$ cat src/rtl/gap_rd_arb.sv
// gap_rd_arb: round-robin read arbiter and burst sequencer that shares one
// one-cycle-latency memory read port between several fetch engines. A winner
// is picked only in IDLE; its base address and length are latched, the burst
// addresses are issued one per cycle, and the returned words are steered to
// the owner one cycle later with a one-hot valid and a last-beat flag.
module gap_rd_arb #(
    parameter int NREQ = 3,
    parameter int AW   = 16,
    parameter int DW   = 64,
    parameter int LW   = 8
) (
    input  logic                    clk,
    input  logic                    rst,
    input  logic [NREQ-1:0]         req,
    input  logic [NREQ*AW-1:0]      req_addr,
    input  logic [NREQ*LW-1:0]      req_len,
    output logic [NREQ-1:0]         gnt,
    output logic                    busy,
    output logic [$clog2(NREQ)-1:0] owner,
    output logic                    ren,
    output logic [AW-1:0]           raddr,
    input  logic [DW-1:0]           dout,
    output logic [NREQ-1:0]         rvalid,
    output logic [DW-1:0]           rdata,
    output logic                    rlast
);

    localparam int OW = $clog2(NREQ);

    // state | meaning
    // IDLE  | no burst in flight; requests are sampled on the next edge
    // BURST | issuing one read per cycle for the latched owner
    localparam logic [0:0] ST_IDLE  = 1'b0;
    localparam logic [0:0] ST_BURST = 1'b1;

    localparam logic [OW:0]   NREQ_W   = (OW+1)'(NREQ);
    localparam logic [OW-1:0] LAST_IDX = OW'(NREQ - 1);

    logic [0:0]    state_q,  state_d;
    logic [OW-1:0] rr_ptr_q, rr_ptr_d;
    logic [OW-1:0] owner_q,  owner_d;
    logic [LW-1:0] len_q,    len_d;
    logic [LW-1:0] beat_q,   beat_d;
    logic [AW-1:0] raddr_q,  raddr_d;
    logic [NREQ-1:0] gnt_q,    gnt_d;
    logic [NREQ-1:0] rvalid_q, rvalid_d;
    logic            rlast_q,  rlast_d;

    logic [OW-1:0] win;
    logic [OW:0]   cand;
    logic          found;
    logic [AW-1:0] sel_addr;
    logic [LW-1:0] sel_len;
    logic          in_burst;
    logic          last_beat;

    assign in_burst  = (state_q == ST_BURST);
    assign last_beat = in_burst && (beat_q == len_q);

    // Round-robin search: first requester at or after rr_ptr, wrapping
    always_comb begin
        win      = '0;
        cand     = '0;
        found    = 1'b0;
        sel_addr = '0;
        sel_len  = '0;
        for (int k = 0; k < NREQ; k++) begin
            cand = {1'b0, rr_ptr_q} + (OW+1)'(k);
            if (cand >= NREQ_W) begin
                cand = cand - NREQ_W;
            end
            if (!found && req[cand[OW-1:0]]) begin
                found = 1'b1;
                win   = cand[OW-1:0];
            end
        end
        for (int i = 0; i < NREQ; i++) begin
            if (win == OW'(i)) begin
                sel_addr = req_addr[i*AW +: AW];
                sel_len  = req_len[i*LW +: LW];
            end
        end
    end

    // Next-state logic for the grant/burst sequencer
    always_comb begin
        state_d  = state_q;
        rr_ptr_d = rr_ptr_q;
        owner_d  = owner_q;
        len_d    = len_q;
        beat_d   = beat_q;
        raddr_d  = raddr_q;
        gnt_d    = '0;
        unique case (state_q)
            ST_IDLE: begin
                if (found) begin
                    state_d    = ST_BURST;
                    owner_d    = win;
                    rr_ptr_d   = (win == LAST_IDX) ? '0 : win + 1'b1;
                    len_d      = sel_len;
                    beat_d     = '0;
                    raddr_d    = sel_addr;
                    gnt_d[win] = 1'b1;
                end
            end
            ST_BURST: begin
                if (beat_q == len_q) begin
                    state_d = ST_IDLE;
                end else begin
                    beat_d  = beat_q + 1'b1;
                    raddr_d = raddr_q + 1'b1;
                end
            end
            default: state_d = ST_IDLE;
        endcase
    end

    // Return path: the read issued this cycle comes back next cycle
    always_comb begin
        rvalid_d = '0;
        if (in_burst) begin
            rvalid_d[owner_q] = 1'b1;
        end
        rlast_d = last_beat;
    end

    // State and output registers; reset drops any in-flight beat
    always_ff @(posedge clk) begin
        if (rst) begin
            state_q  <= ST_IDLE;
            rr_ptr_q <= '0;
            owner_q  <= '0;
            len_q    <= '0;
            beat_q   <= '0;
            raddr_q  <= '0;
            gnt_q    <= '0;
            rvalid_q <= '0;
            rlast_q  <= 1'b0;
        end else begin
            state_q  <= state_d;
            rr_ptr_q <= rr_ptr_d;
            owner_q  <= owner_d;
            len_q    <= len_d;
            beat_q   <= beat_d;
            raddr_q  <= raddr_d;
            gnt_q    <= gnt_d;
            rvalid_q <= rvalid_d;
            rlast_q  <= rlast_d;
        end
    end

    assign gnt    = gnt_q;
    assign busy   = in_burst;
    assign ren    = in_burst;
    assign owner  = owner_q;
    assign raddr  = raddr_q;
    assign rvalid = rvalid_q;
    assign rlast  = rlast_q;
    assign rdata  = (|rvalid_q) ? dout : '0;

endmodule

$ cat config.mk
export PLATFORM = sky130hd
export DESIGN_NAME = gap_rd_arb
export DESIGN_NICKNAME = d
export VERILOG_FILES = /design/src/rtl/gap_rd_arb.sv
export SDC_FILE = /design/constraint.sdc
export NUM_CORES = 1
export LEC_CHECK = 0
export CAP_MARGIN = 10
export CORE_UTILIZATION = 28
export DETAILED_ROUTE_END_ITERATION = 10
export PLACE_DENSITY = 0.74
export SLEW_MARGIN = 0
export SYNTH_ARGS = -nofsm -noshare
export SYNTH_HDL_FRONTEND = slang
export SYNTH_SLANG_ARGS = --single-unit
$ cat constraint.sdc
create_clock -name clk -period 2.5 [get_ports clk]
set_input_delay 0.625 -clock clk [delete_from_list [all_inputs] [get_ports clk]]
set_output_delay 0.625 -clock clk [all_outputs]
set_load 0.01 [all_outputs]
### After elaboration in Yosys (flattened, before gate mapping)

Index checks and enable logic that the tools add are counted.

* word-level logic and storage cells: 83
* output and inout port bits: 91
* register bits after elaboration: 44
* input bits: 141

* magnitude comparators: 10
* multiplexer cells: 36
* equality and inequality tests: 5
* reduce and logical (&&, ||, !) cells: 13
* $add $sub $neg: 8
* bitwise operators: 2

Operator list (number)
* $mux W16: 5
* $mux W64: 1
* $mux W8: 5
* $pmux W16 S2: 1
* $add A16 B1 Y16 const B: 1
* $pmux W8 S2: 1
* $lt A2 B3 Y1 const B: 5
* $mux W2: 7
* $mux W1: 10
* $add A8 B1 Y8 const B: 1
* $eq A8 B8 Y1: 1
* $bmux W1 S2: 3
* $ge A3 B2 Y1 const B: 2
* $reduce_or A3 Y1: 2
* $sub A2 B2 Y2 const B: 3
* $logic_and A1 B1 Y1: 5
* $demux W1 S2: 2
* $ge A2 B1 Y1 const B: 2
* $ne A2 B2 Y1 const B: 2
* $reduce_and A2 Y1: 2
* $add A2 B1 Y3 const B: 1
* $add A2 B2 Y3 const B: 1
* $add A2 B1 Y2 const B: 1
* $eq A2 B1 Y1 const B: 1
* 7 further kinds: 9

### Depth between registers and ports, before layout

Gate-level depths: netlist (run 1).

* word-level depth: 17
* depth in mapped cells: 11
* gate-level depth less buffers: 8

### Worst setup path before layout (run 1)

OpenSTA, ideal clock, no wires.

* kind: register to register
* start: reg rr_ptr_q[0]
* end: reg raddr_q[11], in the netlist raddr[11]
* cell stages (with the launch flop): 12
* path buffers: 3
* data required time: 2383 ps
* arrival time: 2315 ps
* library setup time: 117 ps
* clock period less this slack: 2432 ps
* slack: 68 ps
* cell sequence: dfxtp_1 inv_1 ha_1 buf_6 or3b_1 a31oi_2 o31a_1 buf_6 buf_12 mux2i_1 nand3_1 a32o_1

* longest elaborated chain between the ends: 17
* elaborated cells on any way between the ends: 37
* classes of those cells: add/sub (5); order compare (3); eq/ne (3); mux (20); reduce/logical (6)

RTL lines
* from (decl): RTL line 40 `logic [OW-1:0] rr_ptr_q, rr_ptr_d;`
* from (signal assigned): RTL line 141 `rr_ptr_q <= rr_ptr_d;`
* branches (longest 17 deep; another with $add A2 B1 Y3)
* to (signal assigned): RTL line 145 `raddr_q <= raddr_d;`
* to (decl): RTL line 44 `logic [AW-1:0] raddr_q, raddr_d;`

Parallel ways; which one is timed is not known. The select of a mux whose other input is x is not followed.
A chain may end at the register's enable or synchronous reset.

### Worst setup path after layout (run 1)

* start: in dout[52]
* end: out rdata[52]

* longest elaborated chain between the ends: 1

RTL lines
* from (decl): RTL line 22 `input logic [DW-1:0] dout,`
* $mux W64: RTL line 159 `assign rdata = (|rvalid_q) ? dout : '0;`
* to (decl): RTL line 24 `output logic [DW-1:0] rdata,`

Every way passes these cells.

==> reports/qor.log, run 1 <==
[outcome] outcome finished, final reports clean
[synth] count of warnings emitted by yosys 0
[timing] min cycle time layout 2470 ps
[layout] Final Core Density 54.1%
[power_and_ir_drop] sum of internal, switching and leakage power 5.96 mW
[grt] first-pass GRT wire length 19.3 mm
[worst_setup_path] Data arrival, critical path 1850 ps
[layout] layout filler cell count 1,020
[layout] number of diodes added for antenna fixing 0
[die] initial cell density of the core 28.8%
[run] max cap viols 0
[worst_setup_path] kind of start point of the critical path input port
[timing] share of the clock period used by the worst path 98.8%
[synth] cell type with the largest total area after synthesis dfxtp_1
[grt] initial antenna violation count 0
[power_and_ir_drop] leak pwr 2.37 nW
[power_and_ir_drop] Power Dens Cells 966 mW/mm²
[timing] fmax 0.405 GHz
[layout] most frequent standard cell in the layout excluding fill and tap cells clkdlybuf4s50_1
[synth] leading register cell type out of synthesis dfxtp_1
[clocking] clock buffer count from CTS 5
[synth] Synth async-reset ratio 0%
[route] highest routed metal layer met4
[clocking] maximum clock path buffer count 2
[route] ANT nets after route 0
[layout] Layout area overhead 88.0%
[layout] number of nets in the layout 801
[die] placement row count 39
[synth] area fraction of the dominant cell type after synthesis 26.8%
[timing] worst clock skew 6.58 ps
[route] routed wl met2 7.07 mm
[route] Routed met3 length 964 µm
[worst_setup_path] category of the worst setup path capture point output pin
[synth] cell area after synthesis 0.00328 mm²
[hold_path] Hold Path Class reg -> reg
[grt] vias in the first global route 3,834
[grt] total overflow reported by the global router 0
[die] Die Area 0.0122 mm²
[timing] number of hold-slack violations in the final timing report 0
[die] vertical die dimension 110 µm
[worst_setup_path] Critical Path Fanout Max 1
[clocking] latest clock arrival within the worst-skew pair 290 ps
[placed_design] dpl cell area 0.00590 mm²
[route] routed via count 4,055
[worst_setup_path] critical path startpoint dout[52]
[route] Met1 Wirelength 5.28 mm
[power_and_ir_drop] Max VDD drop 480 µV
[placed_design] number of buffers inserted by port buffering 231
[layout] Post-Layout Inst Area 0.00617 mm²
[placed_design] routability-driven placement congestion ratio 0.858
[die] I/O pin cnt 232
[grt] maximum number of pins on one net before global-route repair 65
[clocking] Root Buffer clkbuf_16
[placed_design] detailed placement HPWL 10.9 mm
[grt] overall track demand over capacity in global routing 20.6%
[die] core area 0.0114 mm²
[synth] count of distinct cell types in the synthesized netlist 56
[route] DR vias/cell 5.08
[clocking] register clock-pin slew on the reported worst setup and hold paths 60 ps
[synth] number of synthesized register bits 44
[synth] post-synthesis net count 558
[layout] most frequent cells in the layout 228 x clkdlybuf4s50_1, 67 x nor2b_1, 42 x dfxtp_1
[route] per-cell routed wire length 17.0 µm
[timing] max-slew violation count 0
[synth] leading post-synthesis cells by cell area dfxtp_1 27%, nor2b_1 13%, mux2i_1 8.2%, xor2_1 4.5%, a21oi_1 3.5%
[timing] Relative slew margins 46.6%
[worst_setup_path] type of the setup path with the least slack in -> out
[synth] number of enable-type register cells in the synthesized netlist 0
[route] final wirelength 13.6 mm
[synth] cell count after synthesis 411
[route] Pre-antenna DRT Iters 4
[worst_setup_path] FF-to-FF Start rr_ptr_q[0]$_SDFFE_PP0P_
[route] post-detailed-route DRC marker count 0
[hold_path] hold wc startpoint len_q[7]$_SDFFE_PP0P_
[synth] register area share after synthesis 26.8%
[worst_setup_path] Crit path required time 1880 ps
[clocking] clock sink count 44
[clocking] CTS tree done
[clocking] depth of the CTS H-tree 2
[timing] measured slew at the worst slew-check pin 791 ps
[timing] Finish-stage setup viols 0
[route] iteration-0 DRC count of the detailed router 181
[die] Die W 110 µm
[layout] layout cells sized above 1 8.85%
[synth] syn_area_per_cell 7.99 µm²
==> routing by layer <==
layer	global-route usage, %	vias to the layer above
li1	-	1958
met1	22.6	1904
met2	39.8	176
met3	2.94	17
met4	7.05	0
met5	0	-
==> stage by stage <==
step	std cells	worst slack [ps]	TNS, ps	hold WS (ps)
finish	798	29.7	0	470
global route	798	-26.1	-92.7	515
CTS	793	7.34	0	475
detailed placement	785	-279	-4410	465
global placement	785	-250	-3100	464
floorplan	411	67.8	0	448
==> final cells by class <==
cell class,instances,area [µm²],share of cell area [%]
multi-input cells,329,2260,36.6
flip-flops and latches,44,883,14.3
repair buffers,266,2650,42.9
well taps,143,179,2.90
clock buffers,5,125,2.03
clock inverters,3,47.5,0.770
inverters,8,30.0,0.486
==> power breakdown <==
| part | switching (mW) | total, mW | internal (mW) |
|---|---|---|---|
| combinational | 1.92 | 3.95 | 2.03 |
| clock | 0.298 | 0.774 | 0.475 |
| sequential | 0.284 | 1.24 | 0.953 |
==> synthesized netlist by cell type, types with 2 or more instances <==
cell type   n
a21o_1     13
and2_1      4
xor2_1     17
nand4bb_1   2
nand2b_1    4
nor3b_1     5
ha_1        6
o211ai_1    2
o22a_1      2
a211oi_1    4
dfxtp_1    44
a311o_1     2
or4_1       2
o31a_1      2
nor4_1      5
nand4_1     9
a31oi_1     4
buf_2       4
inv_1       8
nor3_1      5
nand4b_1    2
nand3b_1    2
clkbuf_1   21
nand3_1     8
buf_6       3
nor2_1     27
a21oi_1    23
o31ai_1     3
a211oi_2    3
nor2b_1    67
mux2i_1    27
o311ai_0    5
o21a_1      3
nand2_1    26
a211o_1     6
o21ai_0    17
and3_1      5
==> flip-flops by register name, indices dropped and copies added (netlist names) <==
register / cells
beat_q: 8
busy: 1
gnt: 3
len_q: 8
owner: 2
raddr: 16
rlast: 1
rr_ptr_q: 2
rvalid: 3
==> kinds of logic after synthesis <==
group                      share of synthesized area [%]
and+or+nand+nor                                     29.8
AOI/OAI and AO/OA                                   22.6
DFF                                                 26.8
buffers and inverters                               5.79
muxes                                               8.23
xor gates and xnor gates                            4.53
adders and majority gates                           2.29
==> worst max-delay path: stages <==
cell	delay (ps)
clkdlybuf4s50_1	490
nor2b_1	150
clkdlybuf4s50_1	580
==> worst paths after layout <==
| kind | endpoint | slack (ps) | cells after the start |
|---|---|---|---|
| max | rdata[52] | 30 | 3 |
| min | len_q[7]$_SDFFE_PP0P_ | 470 | 2 |
| max reg2reg | len_q[7]$_SDFFE_PP0P_ | 90 | 10 |
| min reg2reg | len_q[7]$_SDFFE_PP0P_ | 470 | 2 |
==> timing repair <==
item                                    4_1_cts  5_1_grt
resized for setup                             0       14
hold buffers                                  0        0
endpoints found under the setup margin        0       25
setup buffers                                 0        4
Note: power is estimated with default switching activity, not from simulation.
==> run 2: changes to the inputs <==
SETUP_SLACK_MARGIN = 0.2   (was default)
==> run 2 against run 1 <==
  * Utilization grew 2.0 points
  * Non-clock buffer count grew 16
  * Count of clock-buffer cells in the layout is the same
==> reports/qor.log, run 2 (same netlist as run 1, synthesis figures left out) <==
[worst_setup_path] category of the worst setup path capture point flip-flop
[layout] number of diodes added for antenna fixing 0
[worst_setup_path] FF-to-FF Start rr_ptr_q[1]$_SDFFE_PP0P_
[layout] number of nets in the layout 817
[hold_path] hold endpoint len_q[5]$_SDFFE_PP0P_
[route] Pre-antenna DRT Iters 5
[worst_setup_path] Critical Path Fanout Max 6
[clocking] hold buffer count at CTS 0
[timing] unrepaired setup endpoints after global routing true
[layout] number of non-filler instances in the completed layout 814
[hold_path] Hold Path Cell Cnt 2
[worst_setup_path] critical register-to-register path endpoint raddr[0]$_SDFFE_PP0P_
[layout] most frequent cells in the layout 164 x clkdlybuf4s50_1, 64 x nor2b_1, 63 x dlygate4sd2_1
[route] routed via count 4,215
[layout] most frequent standard cell in the layout excluding fill and tap cells clkdlybuf4s50_1
[die] vertical die dimension 110 µm
[grt] met1 Resource Use GR 24.2%
[grt] maximum number of pins on one net before global-route repair 33
[run] max cap viols 0
[clocking] latest clock arrival within the worst-skew pair 290 ps
[clocking] Root Buffer clkbuf_16
[layout] combined area of the multi-input logic cells 0.00234 mm²
[power_and_ir_drop] Switching Fraction 42.3%
[timing] measured slew at the worst slew-check pin 638 ps
[hold_path] Hold Path Class reg -> reg
[timing] min cycle time layout 2340 ps
[power_and_ir_drop] internal power of the cells 3.64 mW
[layout] Post-Layout Inst Area 0.00641 mm²
[timing] Worst Setup Slack, final 159 ps
[die] placement row count 39
[placed_design] routability-driven placement congestion ratio 0.894
[clocking] maximum clock path buffer count 2
[outcome] outcome finished, final reports clean
[worst_setup_path] kind of start point of the critical path flip-flop
[timing] max-slew violation count 0
[grt] first-pass GRT wire length 19.5 mm
[power_and_ir_drop] part of the power in combinational logic 67.8%
[route] post-detailed-route DRC marker count 0
[clocking] CTS tree done
[route] DR vias/cell 5.18
[grt] total overflow reported by the global router 0
[timing] Relative slew margins 56.8%
[layout] layout filler cell count 1,010
[route] final wirelength 13.9 mm
[power_and_ir_drop] sum of internal, switching and leakage power 6.31 mW
[timing] number of hold-slack violations in the final timing report 0
[route] ANT nets after route 0
[worst_setup_path] R2R setup slack 160 ps
[timing] worst clock skew 9.15 ps
[worst_setup_path] worst-case reg-to-reg path depth 10
[placed_design] detailed placement HPWL 10.4 mm
[placed_design] post-placement worst setup slack -288 ps
[grt] most used routing layer met2
[power_and_ir_drop] Max VDD drop 485 µV
[placed_design] number of instances in the placed design 789
[route] per-cell routed wire length 17.1 µm
[worst_setup_path] type of the setup path with the least slack reg -> reg
[layout] layout cells sized above 1 12.8%
[clocking] clock sink count 44
[grt] met3 global-route usage 4.59%
[layout] Layout area overhead 95.0%
[clocking] register clock-pin slew on the reported worst setup and hold paths 70 ps
[clocking] clock buffer count from CTS 5
[route] iteration-0 DRC count of the detailed router 212
[timing] Finish-stage setup viols 0
[die] core area 0.0114 mm²
[power_and_ir_drop] Flop pwr share 20.2%
[die] I/O pin cnt 232
[grt] vias in the first global route 4,001
[grt] initial antenna violation count 0
[timing] share of the clock period used by the worst path 93.6%
[power_and_ir_drop] Power Dens Cells 984 mW/mm²
[worst_setup_path] Crit path required time 2710 ps
[clocking] depth of the CTS H-tree 2
[grt] met2 layer usage reported by global route 38.2%
[timing] fmax 0.427 GHz
[power_and_ir_drop] fraction of power consumed by the clock network 11.9%
[die] Die Area 0.0122 mm²
[layout] sequential cell area in the final layout 888 µm²
[die] Die W 110 µm
[die] initial cell density of the core 28.8%
[power_and_ir_drop] switching power 2.67 mW
[power_and_ir_drop] leak pwr 2.77 nW
[worst_setup_path] Data arrival, critical path 2550 ps
[placed_design] dpl cell area 0.00594 mm²
[grt] overall track demand over capacity in global routing 20.9%
[layout] number of flip-flops under the largest register name 16
[placed_design] number of buffers inserted by port buffering 231
[hold_path] hold wc startpoint len_q[5]$_SDFFE_PP0P_
-- run 2: final cells by class --
cell class              instances  area share, %
clock buffers                   5           1.95
flip-flops and latches         44           13.9
repair buffers                282           43.7
well taps                     143           2.79
multi-input cells             329           36.5
clock inverters                 3          0.664
inverters                       8          0.508
-- run 2: timing repair --
action	in CTS	in global routing
buffers inserted	12	2
resized for setup	84	28
pin swaps	16	25
cloned	1	2
endpoints found under the setup margin	87	30
-- run 2: worst max path at each step --
stage / from / endpoint / slack [ps] / cells past startpoint
after floorplan: rr_ptr_q[1]$_SDFFE_PP0P_ / raddr[11]$_SDFFE_PP0P_ / 210 / 10
after detailed placement: req[0] / raddr[0]$_SDFFE_PP0P_ / -290 / 8
after global placement: req[0] / raddr[0]$_SDFFE_PP0P_ / -250 / 8
final: rr_ptr_q[1]$_SDFFE_PP0P_ / raddr[0]$_SDFFE_PP0P_ / 160 / 10
after global routing: rr_ptr_q[0]$_SDFFE_PP0P_ / raddr[0]$_SDFFE_PP0P_ / 100 / 11
after CTS: dout[12] / rdata[12] / 50 / 3
-- run 2: stage by stage --
step	TNS [ps]	util (%)	hold slack (ps)
after floorplan	0	-	448
after global placement	-3360	52.0	466
after detailed placement	-4830	52.0	465
after CTS	0	54.7	478
after global routing	0	56.1	485
final	0	56.1	476
-- run 2: power groups by stage --
stage / Combinational, mW / Clock, mW / Sequential, mW
floorplan: 2.02 / 0 / 1.24
global placement: 3.76 / 0 / 1.25
detailed placement: 3.84 / 0 / 1.26
CTS: 4.03 / 0.764 / 1.26
global route: 4.62 / 0.792 / 1.31
finish: 4.28 / 0.753 / 1.27
-- run 2: critical path, stage by stage (launching register included) --
cell and delay [ps]:
dfxtp_4 370, ha_4 260, buf_6 120, o221a_4 260, o31a_1 330, buf_12 150, buf_12 130, buf_6 110
o211ai_4 170, o2111ai_2 130, a211oi_2 220
-- run 2: per-layer routing --
| metal | wire, µm | vias up |
|---|---|---|
| met4 | 257 | 0 |
| met5 | 0 | - |
| met3 | 1260 | 28 |
| met1 | 5370 | 1974 |
| met2 | 6990 | 216 |
| li1 | - | 1997 |
